--- config.mk ---
export PLATFORM = sky130hd
export DESIGN_NAME = bpsk_frame_scheduler
export DESIGN_NICKNAME = d
export VERILOG_FILES = /design/src/rtl/bpsk_sched_pkg.sv /design/src/rtl/bpsk_sched_check.sv /design/src/rtl/bpsk_frame_scheduler.sv
export SDC_FILE = /design/constraint.sdc
export NUM_CORES = 1
export LEC_CHECK = 0
export ABC_AREA = 1
export BUFFER_PORTS_ARGS = -buffer_cell sky130_fd_sc_hd__buf_4
export CORE_AREA = 2 2 94 96
export CTS_BUF_LIST = sky130_fd_sc_hd__clkbuf_4
export CTS_CLUSTER_SIZE = 40
export DETAILED_ROUTE_END_ITERATION = 8
export DIE_AREA = 0 0 96 98
export GPL_ROUTABILITY_DRIVEN = 1
export GPL_TIMING_DRIVEN = 0
export MAX_ROUTING_LAYER = met4
export SYNTH_ARGS = -nofsm -noshare
export SYNTH_HDL_FRONTEND = slang
export SYNTH_HIERARCHICAL = 1
export SYNTH_SLANG_ARGS = --single-unit
--- constraint.sdc ---
create_clock -name clk -period 2.5 [get_ports clk]
set_clock_uncertainty 0.05 [all_clocks]
set_input_delay 0.125 -clock clk [delete_from_list [all_inputs] [get_ports clk]]
set_output_delay 0.125 -clock clk [all_outputs]
set_load 0.01 [all_outputs]
--- src/rtl/bpsk_sched_pkg.sv ---
// Shared types and constants for the BPSK frame scheduler.
// The CRC-8 helper is used when BPSK_SCHED_CRC8_EN is defined.
package bpsk_sched_pkg;

  typedef enum logic [2:0] {
    ST_IDLE     = 3'd0,
    ST_PREAMBLE = 3'd1,
    ST_SYNC     = 3'd2,
    ST_LEN      = 3'd3,
    ST_PAYLOAD  = 3'd4,
    ST_CHECK    = 3'd5,
    ST_GAP      = 3'd6
  } sched_state_e;

  localparam logic [7:0] DEF_PREAMBLE_BYTE = 8'hAA;
  localparam logic [7:0] DEF_SYNC_BYTE     = 8'h7E;
  localparam logic [7:0] CRC8_POLY         = 8'h07;

  // One byte of MSB-first CRC-8, no reflection, no final XOR.
  function automatic logic [7:0] crc8_update(input logic [7:0] crc, input logic [7:0] data);
    logic [7:0] c;
    c = crc ^ data;
    for (int i = 0; i < 8; i++) begin
      c = c[7] ? ((c << 1) ^ CRC8_POLY) : (c << 1);
    end
    return c;
  endfunction

endpackage

--- src/rtl/bpsk_sched_check.sv ---
// Frame check accumulator: XOR by default, CRC-8 when BPSK_SCHED_CRC8_EN is defined.
// 'value' already includes 'data' in a cycle where 'acc' is high.
module bpsk_sched_check
  import bpsk_sched_pkg::*;
(
  input  logic       clk,
  input  logic       rst,
  input  logic       clear,
  input  logic       acc,
  input  logic [7:0] data,
  output logic [7:0] value
);

  logic [7:0] check_reg;
  logic [7:0] stepped;

  always_comb begin
`ifdef BPSK_SCHED_CRC8_EN
    stepped = crc8_update(check_reg, data);
`else
    stepped = check_reg ^ data;
`endif
    value = acc ? stepped : check_reg;
  end

  always_ff @(posedge clk) begin
    if (rst || clear) begin
      check_reg <= 8'h00;
    end else if (acc) begin
      check_reg <= stepped;
    end
  end

endmodule

--- src/rtl/bpsk_frame_scheduler.sv ---
// Frame sequencer for the BPSK modulator: preamble, sync, length, RAM payload, check byte.
// Check byte type is selected by BPSK_SCHED_CRC8_EN (CRC-8) or left undefined (XOR).
module bpsk_frame_scheduler
  import bpsk_sched_pkg::*;
#(
  parameter int         PREAMBLE_LEN  = 4,
  parameter logic [7:0] PREAMBLE_BYTE = DEF_PREAMBLE_BYTE,
  parameter logic [7:0] SYNC_BYTE     = DEF_SYNC_BYTE,
  parameter int         GAP_LEN       = 2
) (
  input  logic        clk,
  input  logic        rst,
  input  logic        start,
  input  logic        stop,
  input  logic        loop_en,
  input  logic [7:0]  payload_len,
  input  logic        byte_done,
  input  logic [7:0]  mem_rd_data,
  output logic [7:0]  mem_addr,
  output logic [7:0]  byte_out,
  output logic        mod_en,
  output logic        busy,
  output logic        frame_done,
  output logic [15:0] frame_cnt,
  output logic [2:0]  state_out
);

  sched_state_e state;
  logic [7:0]   len_reg;
  logic [3:0]   cnt;
  logic         stop_lat;
  logic [7:0]   chk_value;
  logic         end_req, pre_last, gap_last, pay_last, chk_acc, restart;

  assign end_req  = stop_lat || !loop_en;
  assign pre_last = (cnt == 4'(PREAMBLE_LEN - 1));
  assign gap_last = (cnt == 4'(GAP_LEN - 1));
  assign pay_last = (mem_addr == len_reg);
  assign chk_acc  = byte_done && (state == ST_LEN || state == ST_PAYLOAD);
  assign busy      = (state != ST_IDLE);
  assign state_out = state;

  // A new frame begins from IDLE on start, or back-to-back when looping.
  always_comb begin
    restart = 1'b0;
    if (state == ST_IDLE) begin
      restart = start && !stop;
    end else if (byte_done && !end_req) begin
      if (state == ST_CHECK) begin
        restart = (GAP_LEN == 0);
      end else if (state == ST_GAP) begin
        restart = gap_last;
      end
    end
  end

  bpsk_sched_check u_check (
    .clk   (clk),
    .rst   (rst),
    .clear (restart),
    .acc   (chk_acc),
    .data  (byte_out),
    .value (chk_value)
  );

  always_ff @(posedge clk) begin
    if (rst) begin
      state      <= ST_IDLE;
      byte_out   <= 8'h00;
      mem_addr   <= 8'h00;
      mod_en     <= 1'b0;
      frame_done <= 1'b0;
      frame_cnt  <= 16'h0000;
      len_reg    <= 8'h00;
      cnt        <= 4'd0;
      stop_lat   <= 1'b0;
    end else begin
      frame_done <= 1'b0;
      if (stop && state != ST_IDLE) begin
        stop_lat <= 1'b1;
      end
      if (byte_done) begin
        case (state)
          ST_PREAMBLE: begin
            if (pre_last) begin
              state    <= ST_SYNC;
              byte_out <= SYNC_BYTE;
            end else begin
              cnt <= cnt + 4'd1;
            end
          end
          ST_SYNC: begin
            state    <= ST_LEN;
            byte_out <= len_reg;
          end
          ST_LEN: begin
            if (len_reg == 8'h00) begin
              state    <= ST_CHECK;
              byte_out <= chk_value;
            end else begin
              state    <= ST_PAYLOAD;
              byte_out <= mem_rd_data;
              mem_addr <= 8'd1;
            end
          end
          // mem_addr runs one ahead of the byte on air, so it equals len_reg on the last byte.
          ST_PAYLOAD: begin
            if (pay_last) begin
              state    <= ST_CHECK;
              byte_out <= chk_value;
            end else begin
              byte_out <= mem_rd_data;
              mem_addr <= mem_addr + 8'd1;
            end
          end
          ST_CHECK: begin
            frame_done <= 1'b1;
            frame_cnt  <= frame_cnt + 16'd1;
            if (end_req) begin
              state    <= ST_IDLE;
              mod_en   <= 1'b0;
              byte_out <= 8'h00;
              stop_lat <= 1'b0;
            end else if (GAP_LEN > 0) begin
              state    <= ST_GAP;
              byte_out <= 8'h00;
              cnt      <= 4'd0;
            end
          end
          ST_GAP: begin
            if (gap_last) begin
              if (end_req) begin
                state    <= ST_IDLE;
                mod_en   <= 1'b0;
                byte_out <= 8'h00;
                stop_lat <= 1'b0;
              end
            end else begin
              cnt <= cnt + 4'd1;
            end
          end
          default: ;
        endcase
      end
      if (restart) begin
        state    <= ST_PREAMBLE;
        byte_out <= PREAMBLE_BYTE;
        mod_en   <= 1'b1;
        len_reg  <= payload_len;
        mem_addr <= 8'h00;
        cnt      <= 4'd0;
      end
    end
  end

endmodule

# [Word-level counts from Yosys, hierarchy flattened]
# Cells that the tools add are included.
[classes] addsub=3 n_eq_ne=22 reduce_logical=29 bitwise_logic=2 mux=40
[ops] cell="$mux 8" count=10
[ops] cell="$pmux 8 s6" count=1
[ops] cell="$ne 2x2->1 const B" count=9
[ops] cell="$pmux 3 s6" count=1
[ops] cell="$add 16x1->16 const B" count=1
[ops] cell="$mux 1" count=16
[ops] cell="$pmux 8 s2" count=1
[ops] cell="$mux 3" count=5
[ops] cell="$reduce_and 5->1" count=3
[ops] cell="$mux 4" count=3
[ops] cell="$ne 3x2->1 const B" count=4
[ops] cell="$pmux 4 s3" count=1
[ops] cell="$reduce_and 6->1" count=2
[ops] cell="$eq 3x3->1 const B" count=3
[ops] cell="$reduce_bool 3->1" count=3
[ops] cell="$add 8x1->8 const B" count=1
[ops] cell="$eq 8x8->1" count=1
[ops] cell="$logic_not 8->1" count=1
[ops] cell="$xor 8x8->8" count=1
[ops] cell="$reduce_bool 7->1" count=1
[ops] cell="$eq 3x2->1 const B" count=2
[ops] cell="$reduce_bool 6->1" count=1
[ops] cell="$add 4x1->4 const B" count=1
[ops] cell="$eq 4x1->1 const B" count=1
[ops] cell="13 further kinds" count=23
[totals] output_inout_bits=38 word_cells=108 ff_bits=58

# [Longest topological paths before layout]
[depth] word_depth=8 mapped_depth=20 ltp_nobuf=17

# [Cells and area by module]
# The synthesis kept the hierarchy.
[by_module_without_submodules] module="bpsk_frame_scheduler" instances=1 area_each_um2=2921.6 seq_area_each_um2=1001.0 cells_each=443
[by_module_without_submodules] module="bpsk_sched_check" instances=1 area_each_um2=447.9 seq_area_each_um2=160.2 cells_each=68

# [Worst setup path after synthesis]
# No wires, ideal clock.
[synth_timing] path_kind="register -> register" startpoint="reg state[0], in the netlist state_out[0]" endpoint="reg byte_out[3]" setup_ns=0.132 slack_ns=0.270 t_required_ns=2.318 path_stages_with_launch=18 arrival_ns=2.048 path_cell_list="dfxtp_1 -> nand2_1 -> nor2_4 -> nor2_2 -> nor2_4 -> buf_6 -> buf_8 -> nand3_1 -> nand2_2 -> inv_1 -> inv_1 -> nand2_1 -> nand3_1 -> nand2_1 -> inv_1 -> nand2_1 -> o21ai_1 -> a21oi_1"
[synth_via] elab_chain_len=8 word_cells_on_any_way=25 cone_classes="9 x eq/ne; 10 x mux; 6 x reduce/logical"
[synth_rtl] item="start: declaration" line_no="bpsk_frame_scheduler.sv:28" source="sched_state_e state;"
[synth_rtl] item="start signal: assignment" line_no="bpsk_frame_scheduler.sv:68" source="state <= ST_IDLE;"
[synth_rtl] item="start signal: assignment" line_no="bpsk_frame_scheduler.sv:86" source="state <= ST_SYNC;"
[synth_rtl] item="start signal: assignment" line_no="bpsk_frame_scheduler.sv:93" source="state <= ST_LEN;"
[synth_rtl] item="$eq 3x2->1 / $eq 3x3->1 (equally long branches)" line_no="bpsk_frame_scheduler.sv:39" source="assign chk_acc = byte_done && (state == ST_LEN || state == ST_PAYLOAD);"
[synth_rtl] item="$logic_or 1x1->1 *" line_no="bpsk_frame_scheduler.sv:39"
[synth_rtl] item="$logic_and 1x1->1 *" line_no="bpsk_frame_scheduler.sv:39"
[synth_rtl] item="named net chk_acc" line_no="bpsk_frame_scheduler.sv:33" source="logic end_req, pre_last, gap_last, pay_last, chk_acc, restart;"
[synth_rtl] item="$mux 8 *" line_no="bpsk_sched_check.sv:23" source="value = acc ? stepped : check_reg;"
[synth_rtl] item="named net chk_value[3]" line_no="bpsk_frame_scheduler.sv:32" source="logic [7:0] chk_value;"
[synth_rtl] item="$mux 8 (on tied branches)" line_no="bpsk_frame_scheduler.sv:108, bpsk_frame_scheduler.sv:97"
[synth_rtl] item="$pmux 8 s6 *" line_no="bpsk_frame_scheduler.sv:83" source="case (state)"
[synth_rtl] item="$mux 8 *" line_no="bpsk_frame_scheduler.sv:82" source="if (byte_done) begin"
[synth_rtl] item="$mux 8 *" line_no="bpsk_frame_scheduler.sv:145" source="if (restart) begin"
[synth_rtl] item="end signal: assignment" line_no="bpsk_frame_scheduler.sv:94" source="byte_out <= len_reg;"
[synth_rtl] item="end signal: assignment" line_no="bpsk_frame_scheduler.sv:110" source="byte_out <= chk_value;"
[synth_rtl] item="end signal: assignment" line_no="bpsk_frame_scheduler.sv:112" source="byte_out <= mem_rd_data;"
[synth_rtl] item="end: declaration" line_no="bpsk_frame_scheduler.sv:20" source="output logic [7:0] byte_out,"
# The timed path passes the listed nets; every way through them passes the cells marked *. The select of a mux whose other input is x is not followed.
# A chain may end at the register's enable or synchronous reset.

# [Worst setup path in the final report]
[layout_timing] startpoint="reg state[1], in the netlist state_out[1]" endpoint="reg byte_out[3]"
# The elaborated chain is that of the path after synthesis.

==> impl_metrics.toml <==
[worst_setup_path]
r2r-start = "state_out[1]$_SDFFE_PP0P_"
required_ns = 2.74
rr_endpoint = "byte_out[3]$_SDFFE_PP0P_"
r2r_slack_ns = 0.21
end_kind = "register"
critPathLaunch = "state_out[1]$_SDFFE_PP0P_"
rr_worst_depth = 18
start_kind = "register"
worstPathCellList = "buf_6, nand2_2, nor2_4, nor2_2, nor2_4, buf_6, buf_8, nand3_1, nand2_2, inv_1, inv_1, nand2_1, nand3_1, nand2_1, inv_1, nand2_1, o21ai_1, a21oi_1"
path_buf_inv = 6
arrival_ns = 2.52
cp_slowest_cell = "dfxtp_1"
critPathTopFamily = "simple AND/OR/NAND/NOR gates"
critPathKind = "reg2reg"
max_stage_delay_ns = 0.37
critPathMaxFanout = 10

[floorplanning]
core_um2 = 8470
die_w_um = 96
num_rows = 34
initial_core_util_pct = 39.8
num_io_pins = 60
dieHeight_um = 98
die_area_um2 = 9410

[timing]
tightestPinTransition_ns = 0.610
min_period_over_period_pct = 91.5
final-hold-violation-count = 0
max_freq_mhz = 437
fin_crit_ns = 2.29
slew_viol_final = 0
setup_viol = 0
slew_headroom_pct = 59.3
grt_setup_unrepaired = "false"
setup_tns_ns = 0

[placed_design]
gp_congestion = 0.918
io_buffers = 59
place.detailed.hpwl_mm = 6.88

[synthesis]
synth_area_leaders = "dfxtp_1, nand2_1, inv_1"
postSynthCellCount = 511
seq_area_frac_synth_pct = 34.5
syn_area_um2 = 3370
synth_cell_types = 37
synth_top_cell_area_share_pct = 34.5
syn_avg_cell_area_um2 = 6.59
ys_ff_latch = 58
synth_top_area_cell = "dfxtp_1"
yosysWarnings = 6
synth.net_count = 537

[worst_hold_path]
worstHoldStart = "mem_rd_data[5]"
hold_depth = 5
holdPathEnd = "byte_out[5]$_SDFFE_PP0P_"
min_path_type = "in2reg"

[final_layout]
top_register = "frame_cnt"
finalNetCount = 630
fillers = 881
layout-drive-gt1-share_pct = 22.7
area_growth_pct = 27.9
fin_util_pct = 50.9
largest_reg_flops = 16
diodes = 0

[global_route]
gr-total-overflow = 0
grt_antenna_before_repair = 0
track_usage_pct = 21.3
first_global_vias = 3325
grt_max_degree = 11
grt_first_pass_wirelength_mm = 15.2

[route]
wire_per_inst_um = 13.0
drc = 0
vias = 3536
route.antenna.remaining_nets = 0
drt_iter0_markers = 156
routed_via_density = 4.93
drt-total-wl_mm = 9.31
first_pass_iters = 4

[power]
p_per_area_nw_per_um2 = 462
power.leakage_nw = 1.97
ir_drop_mv = 0.235

[clock_tree]
clockBufferDepth = 2
cts_root_buf = "clkbuf_4"
clk-insertion-delay-late_ns = 0.43
cts_tree = "yes"
cts_buffers = 9
htree_levels = 3
clk_pin_slew_ns = 0.10
clock-sinks = 58

[job]
max-cap-violations = 0

[status]
outcome = "complete, no violations"
[per-stage QoR]
| stage | std cells | setup slack, ns | power [mW] | instance area (um^2) | hold slack (ns) |
|---|---|---|---|---|---|
| finish | 717 | 0.212 | 1.99 | 4310 | 0.0620 |
| global route | 717 | 0.0124 | 2.09 | 4310 | 0.0776 |
| CTS | 710 | 0.0277 | 2.00 | 4240 | 0.0521 |
| detailed placement | 678 | -0.135 | 1.30 | 3950 | 0.369 |
| global placement | 678 | -0.114 | 1.29 | 3950 | 0.352 |
| floorplan | 511 | 0.270 | 1.18 | 3370 | 0.218 |
[synth_stat cells (all sizes together)]
library cell,n
a211oi,3
a21oi,43
a31oi,5
and3,1
buf,10
clkbuf,2
dfxtp,58
ha,4
inv,87
nand2,129
nand3,45
nand4,8
nor2,53
nor3,11
nor3b,2
o211ai,2
o21a,2
o21ai,33
o21bai,5
o31ai,1
or2,2
xor2,5
[layer usage]
layer	up-vias	wire [um]	global-route usage (%)
li1	1823	-	-
met1	1601	4160	26.4
met2	95	4310	32.4
met3	17	642	6.02
met4	0	192	8.46
met5	-	0	-
[layout by cell type (no fill, tap or decap), drive strengths merged, types with 3 or more instances in the layout]
master,Yosys,layout
o21bai,5,5
clkbuf,2,12
clkinv,0,4
nand4,8,8
inv,87,87
a211oi,3,3
xor2,5,5
nand2,129,129
ha,4,4
nor3,11,11
nor2,53,53
a31oi,5,5
dfxtp,58,58
o21ai,33,33
dlygate4sd3,0,15
buf,10,77
nand3,45,45
a21oi,43,43
[repair_timing]
item	in CTS	in global routing
hold buffers	15	0
hold endpoints to repair	16	0
gates resized for setup	1	9
setup endpoints to repair	5	6
buffers inserted	1	7
pin swaps	1	2
[cell families (layout without fill, tap and decap cells)]
group                      Yosys count  in the layout  share of synthesized area (%)
AOI/OAI and AO/OA                   94             94                           15.4
xor gates and xnor gates             5              5                           1.30
adders and majority gates            4              4                           1.49
buffers and inverters               99            197                           12.1
DFF                                 58             58                           34.5
and+or+nand+nor                    251            251                           35.3
[cell type report]
| type | instances | area, um^2 | share of cell area [%] |
|---|---|---|---|
| plain buffers | 12 | 86.3 | 2.00 |
| clock buffers | 10 | 75.1 | 1.74 |
| clock inverters | 6 | 57.6 | 1.34 |
| inverters | 87 | 327 | 7.58 |
| multi-input cells | 354 | 1810 | 42.0 |
| flip-flops and latches | 58 | 1160 | 27.0 |
| well taps | 108 | 135 | 3.14 |
| repair buffers | 82 | 653 | 15.2 |
[how the worst max path moves through the flow]
stage / to / slack [ns] / cells past startpoint
after global placement: byte_out[3]$_SDFFE_PP0P_ / -0.11 / 19
after CTS: byte_out[3]$_SDFFE_PP0P_ / 0.03 / 17
after global routing: byte_out[3]$_SDFFE_PP0P_ / 0.01 / 19
after floorplan: byte_out[3]$_SDFFE_PP0P_ / 0.27 / 17
final: byte_out[3]$_SDFFE_PP0P_ / 0.21 / 18
after detailed placement: byte_out[3]$_SDFFE_PP0P_ / -0.13 / 19
[report_power, final]
part           internal [mW]  total, mW  switching (mW)  leakage [nW]
clock network          0.309      0.684           0.375        0.0759
logic                  0.129      0.323           0.194          1.42
registers              0.952      0.982          0.0303         0.471
total                   1.39       1.99           0.600          1.97
[tightest hold or removal path, cell delays in order]
cell	delay (ns)
buf_4	0.08
nand3_1	0.06
nand2_1	0.07
o21ai_1	0.05
a21oi_1	0.10
Power figures use the tool's default switching activity.
